==> config.mk <==
export PLATFORM = sky130hd
export DESIGN_NAME = ppg_pre_sched
export DESIGN_NICKNAME = d
export VERILOG_FILES = /design/src/rtl/ppg_pre_sched.sv
export SDC_FILE = /design/constraint.sdc
export NUM_CORES = 1
export LEC_CHECK = 0
export CORE_MARGIN = 2
export CORE_UTILIZATION = 38
export DETAILED_ROUTE_END_ITERATION = 8
export RECOVER_POWER = 100
export SYNTH_ARGS = -nofsm -noshare
export SYNTH_HDL_FRONTEND = slang
export SYNTH_SLANG_ARGS = --single-unit
==> constraint.sdc <==
create_clock -name clk -period 2.7 [get_ports clk]
set_input_delay 0.54 -clock clk [delete_from_list [all_inputs] [get_ports clk]]
set_output_delay 0.54 -clock clk [all_outputs]
set_load 0.01 [all_outputs]
==> src/rtl/ppg_pre_sched.sv <==
// Sequencing controller for the PPG pre-processing pipeline: sample-enable
// divider, flush on start, settle-time discard and a small output FIFO.
module ppg_pre_sched #(
  parameter int Width   = 10,
  parameter int CLK_DIV = 1000,
  parameter int SETTLE  = 64,
  parameter int DEPTH   = 4
) (
  input  logic             clk,
  input  logic             rst,
  input  logic             start,
  input  logic             stop,
  output logic             pp_en,
  output logic             pp_clr,
  input  logic [Width-1:0] pp_data,
  input  logic             pp_valid,
  output logic [Width-1:0] out_data,
  output logic             out_valid,
  input  logic             out_ready,
  output logic             busy,
  output logic             settled,
  output logic             overflow
);

  localparam int AW = $clog2(DEPTH);
  localparam int PW = AW + 1;
  localparam int CW = $clog2(CLK_DIV);
  localparam int SW = $clog2(SETTLE + 1);

  typedef enum logic [1:0] {
    ST_IDLE,
    ST_SETTLE,
    ST_RUN
  } state_t;

  state_t          state_q;
  logic [CW-1:0]   divCnt_q;
  logic [SW-1:0]   discCnt_q;
  logic            overflow_q;
  logic [PW-1:0]   wrPtr_q, wrPtr_d;
  logic [PW-1:0]   rdPtr_q, rdPtr_d;
  logic [Width-1:0] mem_q [DEPTH];

  logic startAcc;
  logic fifoFull;
  logic fifoEmpty;
  logic pop;
  logic runSample;
  logic push;

  // Start is only honoured from IDLE, and a coincident stop cancels it.
  assign startAcc  = (state_q == ST_IDLE) && start && !stop;
  assign pp_clr    = startAcc;
  assign pp_en     = (state_q != ST_IDLE) && (divCnt_q == CW'(CLK_DIV - 1));
  assign busy      = (state_q != ST_IDLE);
  assign settled   = (state_q == ST_RUN);
  assign overflow  = overflow_q;

  assign fifoEmpty = (wrPtr_q == rdPtr_q);
  assign fifoFull  = (wrPtr_q[AW] != rdPtr_q[AW]) && (wrPtr_q[AW-1:0] == rdPtr_q[AW-1:0]);
  assign out_valid = !fifoEmpty;
  assign out_data  = fifoEmpty ? '0 : mem_q[rdPtr_q[AW-1:0]];

  // A full FIFO still takes a sample when the head leaves in the same cycle.
  assign pop       = out_valid && out_ready;
  assign runSample = (state_q == ST_RUN) && pp_valid && !stop;
  assign push      = runSample && (!fifoFull || pop);

  always_ff @(posedge clk) begin
    if (rst) begin
      state_q    <= ST_IDLE;
      divCnt_q   <= '0;
      discCnt_q  <= '0;
      overflow_q <= 1'b0;
    end else begin
      case (state_q)
        ST_IDLE: begin
          if (startAcc) begin
            state_q    <= ST_SETTLE;
            divCnt_q   <= '0;
            discCnt_q  <= '0;
            overflow_q <= 1'b0;
          end
        end
        ST_SETTLE, ST_RUN: begin
          if (stop) begin
            state_q  <= ST_IDLE;
            divCnt_q <= '0;
          end else begin
            divCnt_q <= pp_en ? '0 : divCnt_q + 1'b1;
            if ((state_q == ST_SETTLE) && pp_valid) begin
              discCnt_q <= discCnt_q + 1'b1;
              if (discCnt_q == SW'(SETTLE - 1)) state_q <= ST_RUN;
            end
            if (runSample && fifoFull && !pop) overflow_q <= 1'b1;
          end
        end
        default: state_q <= ST_IDLE;
      endcase
    end
  end

  always_comb begin
    wrPtr_d = wrPtr_q;
    rdPtr_d = rdPtr_q;
    if (startAcc) begin
      wrPtr_d = '0;
      rdPtr_d = '0;
    end else begin
      if (push) wrPtr_d = wrPtr_q + 1'b1;
      if (pop)  rdPtr_d = rdPtr_q + 1'b1;
    end
  end

  always_ff @(posedge clk) begin
    if (rst) begin
      wrPtr_q <= '0;
      rdPtr_q <= '0;
    end else begin
      wrPtr_q <= wrPtr_d;
      rdPtr_q <= rdPtr_d;
    end
  end

  always_ff @(posedge clk) begin
    if (push) mem_q[wrPtr_q[AW-1:0]] <= pp_data;
  end

endmodule

==> flow_metrics.tcl <==
set metrics [dict create \
    synth.area.top_cells "edfxtp_1 (40%), dfxtp_1 (19%), mux4_2 (7.5%), ha_1 (4.6%), xor2_1 (3.2%)" \
    drive_above_1_share_pct 12.4 \
    p_clk_share_pct 45.0 \
    grt_max_degree 14 \
    end_kind "output pin" \
    via_per_inst 4.87 \
    worst_slew_pin_slew_ps 589 \
    rows 32 \
    leakagePower_uw 0.00128 \
    via_count 1874 \
    io_buffers 31 \
    initial_core_util_pct 39.1 \
    avgSynthCellArea_um2 12.9 \
    first_iter_violations 112 \
    use_met1_pct 16.6 \
    ys_ff_latch 68 \
    grt_util_met2_pct 21.9 \
    synth_top_cell_by_area "edfxtp_1" \
    crit_buf_inv 2 \
    synthFlopType "edfxtp_1" \
    crit_type "register to output pin" \
    slew_viol_final 0 \
    hpwl_um 3620 \
    clock_skew_ps 9.76 \
    min_path_type "register to register" \
    min_period_over_period_pct 95.3 \
    die_h_um 92.9 \
    cp_top_family "buffers and inverters" \
    htreeDepth 3 \
    final_util_pct 48.2 \
    rsz0062_at_grt "false" \
    grt_usage_pct 13.4 \
    fin_ws_ps 128 \
    syn2layout_area_growth_pct 23.2 \
    drc_errors 0 \
    slew_headroom_pct 60.4 \
    antenna_found_initial 0 \
    pin_count 32 \
    core_um2 7690 \
    fillerInstances 731 \
    cts_resized 0 \
    grt_pass1_wl_um 8780 \
    clk_pin_slew_ps 80 \
    hold_viol_final 0 \
    synth_edf_count 40 \
    sw_frac_of_total_pct 20.3 \
    status "finished clean" \
    fmax_ghz 0.389 \
    cts_tree "built" \
    die_area_um2 8630 \
    layout.cells.non_filler 385 \
    final_cell_mix "edfxtp_1 (40), dfxtp_1 (28), nor2_1 (19)" \
    p_sw_uw 450 \
    grt_overflow 0 \
    cts_hold_buffers 0 \
    cts.sinks 68 \
    start_kind "register" \
    critPathSlowestCell "mux4_2" \
    netlist_area_um2 3000 \
    worst_ir_drop_vdd_mv 0.248 \
    cp_max_fo 10 \
    fin_crit_ps 2570 \
    hold-worst-slack_ps 478 \
    cp_data_required_time_ps 2160 \
    internal-power_uw 1760 \
    die_w_um 92.9 \
    grt_busiest_layer "met2" \
    wire_per_inst_um 13.8 \
    yosys_warnings 0 \
    p_comb_share_pct 5.0 \
    synthDistinctLibCells 45 \
    cts-root-buf "clkbuf_8" \
    ant_nets 0 \
    cts_max_path_buffers 2 \
    synthCells 232 \
    postCtsSetupBuffers 0 \
    cp_cell_sequence "buf_4, mux4_2, nor2b_1, clkdlybuf4s50_1" \
    cts_made_buffers 9 \
    drtPass1Iterations 4 \
    syn_nets 259 \
    max_stage_delay_ps 530 \
    grt_util_met3_pct 2.77 \
    cap_violations 0 \
    nets 305 \
    yosysSeqAreaShare_pct 58.6 \
    grt_pass1_vias 1816 \
    synth_top_cell_area_share_pct 40.0 \
    dp.cells 369 \
    preCtsSetupSlack_ps 345 \
    cellPowerDensity_nw_per_um2 598 \
    seqPwrFrac_pct 50.0 \
    routed_wl_um 5310 \
    synthArstFlopShare_pct 0 \
    regArea_um2 1760 \
    n_antenna_cell 0 \
    multi_input_area_um2 1170 \
    fin_tns_setup_ps 0 \
    place_congestion 0.780 \
    setup_viol 0 \
    cp.arrival_ps 2030 \
    insertion_delay_ps 340 \
    mostFrequentLayoutCell "edfxtp_1" \
]
==> flip-flops by register name, summed over array words and instances (netlist names), named ones only <==
register	cells
overflow	1
mem_q	40
state_q	2
discCnt_q	7
rdPtr_q	3
wrPtr_q	3
divCnt_q	10
==> cell type report <==
class                   count  area share (%)
flip-flops and latches     68            47.6
repair buffers             41            9.73
well taps                 102            3.45
clock buffers              10            3.45
inverters                  12            1.22
clock inverters             6            3.04
multi-input cells         146            31.5
==> power by group through the flow <==
stage	combinational [uW]	sequential, uW	clock [uW]
floorplan	64.3	1130	0
global placement	118	1130	0
detailed placement	119	1130	0
CTS	121	1110	1020
global route	124	1110	1060
finish	111	1110	995
==> cells in the mapped netlist (all sizes together) (3+ instances only) <==
cell type	n
nor2b	11
o31ai	3
or3	5
xor2	11
buf	3
nand3	4
edfxtp	40
xnor2	5
nand2	5
o2111ai	3
dfxtp	28
nor2	19
ha	11
inv	11
nand4	4
nor3	3
o21ai	6
and2	6
mux2i	4
clkbuf	3
mux4	10
a21oi	10
==> worst paths after layout <==
kind	end	cells after the start	startpoint	slack (ps)
worst max-delay path	out_data[6]	4	register	130
worst min-delay path	overflow	1	overflow	480
worst max register to register	discCnt_q[5]	6	state_q[1]	520
worst min register to register	overflow	1	overflow	480
==> worst reg2reg max path, cell delays in order (launching register included) <==
cell and delay [ps]:
dfxtp_1 360, inv_1 90, ha_1 360, a21boi_0 200, or3_1 450, or4_1 520, a21oi_1 140
==> per-layer routing <==
layer  wire (um)  vias up
met4         102        0
met1        2470      877
met2        2540       39
met5           0        -
li1            -      949
met3         199        9
==> cell families after synthesis <==
kind of cell    after synthesis  synth area share, %
xor+xnor                     16                 4.66
simple gates                 71                 13.3
buf+inv                      18                 2.33
compound gates               33                 7.25
mux                          15                 9.20
flops                        68                 58.6
fa+ha+maj                    11                 4.58
==> per-stage QoR <==
step / cell area (um^2) / total power, uW
after floorplan: 3000 / 1190
after global placement: 3500 / 1250
after detailed placement: 3500 / 1250
after CTS: 3740 / 2250
after global routing: 3700 / 2300
final: 3700 / 2210
Note: power is estimated with default switching activity, not from simulation.
==> RTL edit: new RTL, same settings <==
Change the parameter `Width` from 10 to 20.
--- a/src/rtl/ppg_pre_sched.sv
+++ b/src/rtl/ppg_pre_sched.sv
@@ -3,3 +3,3 @@
 module ppg_pre_sched #(
-  parameter int Width   = 10,
+  parameter int Width   = 20,
   parameter int CLK_DIV = 1000,
Ports: changed (resized out_data and pp_data); port bits go from 32 to 52. No check against the original RTL was run, so the function may have changed too.
==> RTL edit against the original RTL <==
The flow now finishes with violations (design-rule violations); register-to-register slack got worse by 0.14 ns; total power increased by 52%; sequential cell count increased by 40; final area increased by 52%; clock skew decreased by 0.00088 ns; worst setup slack got worse by 0.043 ns; synthesized cell count increased by 29%; wire length increased by 54%; final cell count increased by 34%; critical path type unchanged; area after synthesis increased by 50%; non-clock buffer count increased by 25.
==> RTL edit: results (changes against the original RTL) <==
The maximum fanout along the worst path works out to 9 (-1). The complex-gate fraction of the synthesized area works out to 0.0457 (-0.0268). The fill cell instance count of the final layout was 1005 (+37%).

The checks that failed: design-rule violations. In this run the critical register-to-register path is captured at divCnt_q[9]$_SDFFE_PP0P_. The tools report the origin of the critical flop-to-flop path as state_q[0]$_SDFFE_PP0P_. In this run the clock root is driven by a clkbuf_16.

The number of violations reported at the end of detailed-routing iteration 0 came out at 127 (+13%). The tools report the total power after layout as 3.36 mW (+52%). For the count of multi-input gates, the log shows 170 (+16%). The multiplexer share of the synthesized area was 0.111 (+0.0191).

The run gives 0.204 ns (-0.141 ns) as the setup slack after placement. The flow ran to the end, but the final reports show violations. The maximum number of pins on one net before global-route repair is 22 (+8). The tools report the number of DRC violations after detailed routing as 10 (+10). Yosys attributes the largest share of cell area to edfxtp_1, dfxtp_1, mux4_2. The run gives 44 (-2.2%) as the count of distinct cell types in the synthesized netlist.

Worst slack on hold paths: 0.475 ns (-0.00312 ns). The relative area of non-clock buffer cells in the final design was 0.113 (+0.0157); the register-to-register setup slack was 0.38 ns (-0.14 ns). The total via count after detailed routing is 2604 (+39%), and the count of plain and timing-repair buffers in the layout is 66 (+61%). The run gives 5240 µm (+45%) as the final HPWL from detailed placement.

Net count of the mapped netlist: 336 (+30%). The run gives 13500 µm (+54%) as the first-pass GRT wire length.
[RTL edit: cell types whose count changed after synthesis, moves of 6 or more]
cell,delta
edfxtp_1,+40
mux4_2,+10
nand2_1,+8
nor2b_1,+10
xnor2_1,+8
xor2_1,-6
[RTL edit: power by group through the flow]
stage | Combinational [mW] | Sequential, mW | Clock, mW
after global placement | 0.287 | 1.83 | 0
after global routing | 0.312 | 1.79 | 1.39
after detailed placement | 0.292 | 1.83 | 0
after floorplan | 0.176 | 1.83 | 0
final | 0.272 | 1.79 | 1.29
after CTS | 0.293 | 1.79 | 1.34
[RTL edit: what timing repair did]
| item | 4_1_cts | 5_1_grt |
|---|---|---|
| pin swaps | 0 | 2 |
| buffers inserted | 0 | 4 |
| gates resized for setup | 5 | 5 |
| cloned | 0 | 1 |
| hold endpoints to repair | 0 | 0 |
| setup endpoints to repair | 21 | 21 |
[RTL edit: per-layer routing]
metal,global-route usage,part of all wire
met1,0.174,0.43
met2,0.231,0.50
met3,0.0482,0.060
met4,0.0293,0.0083
met5,0,0
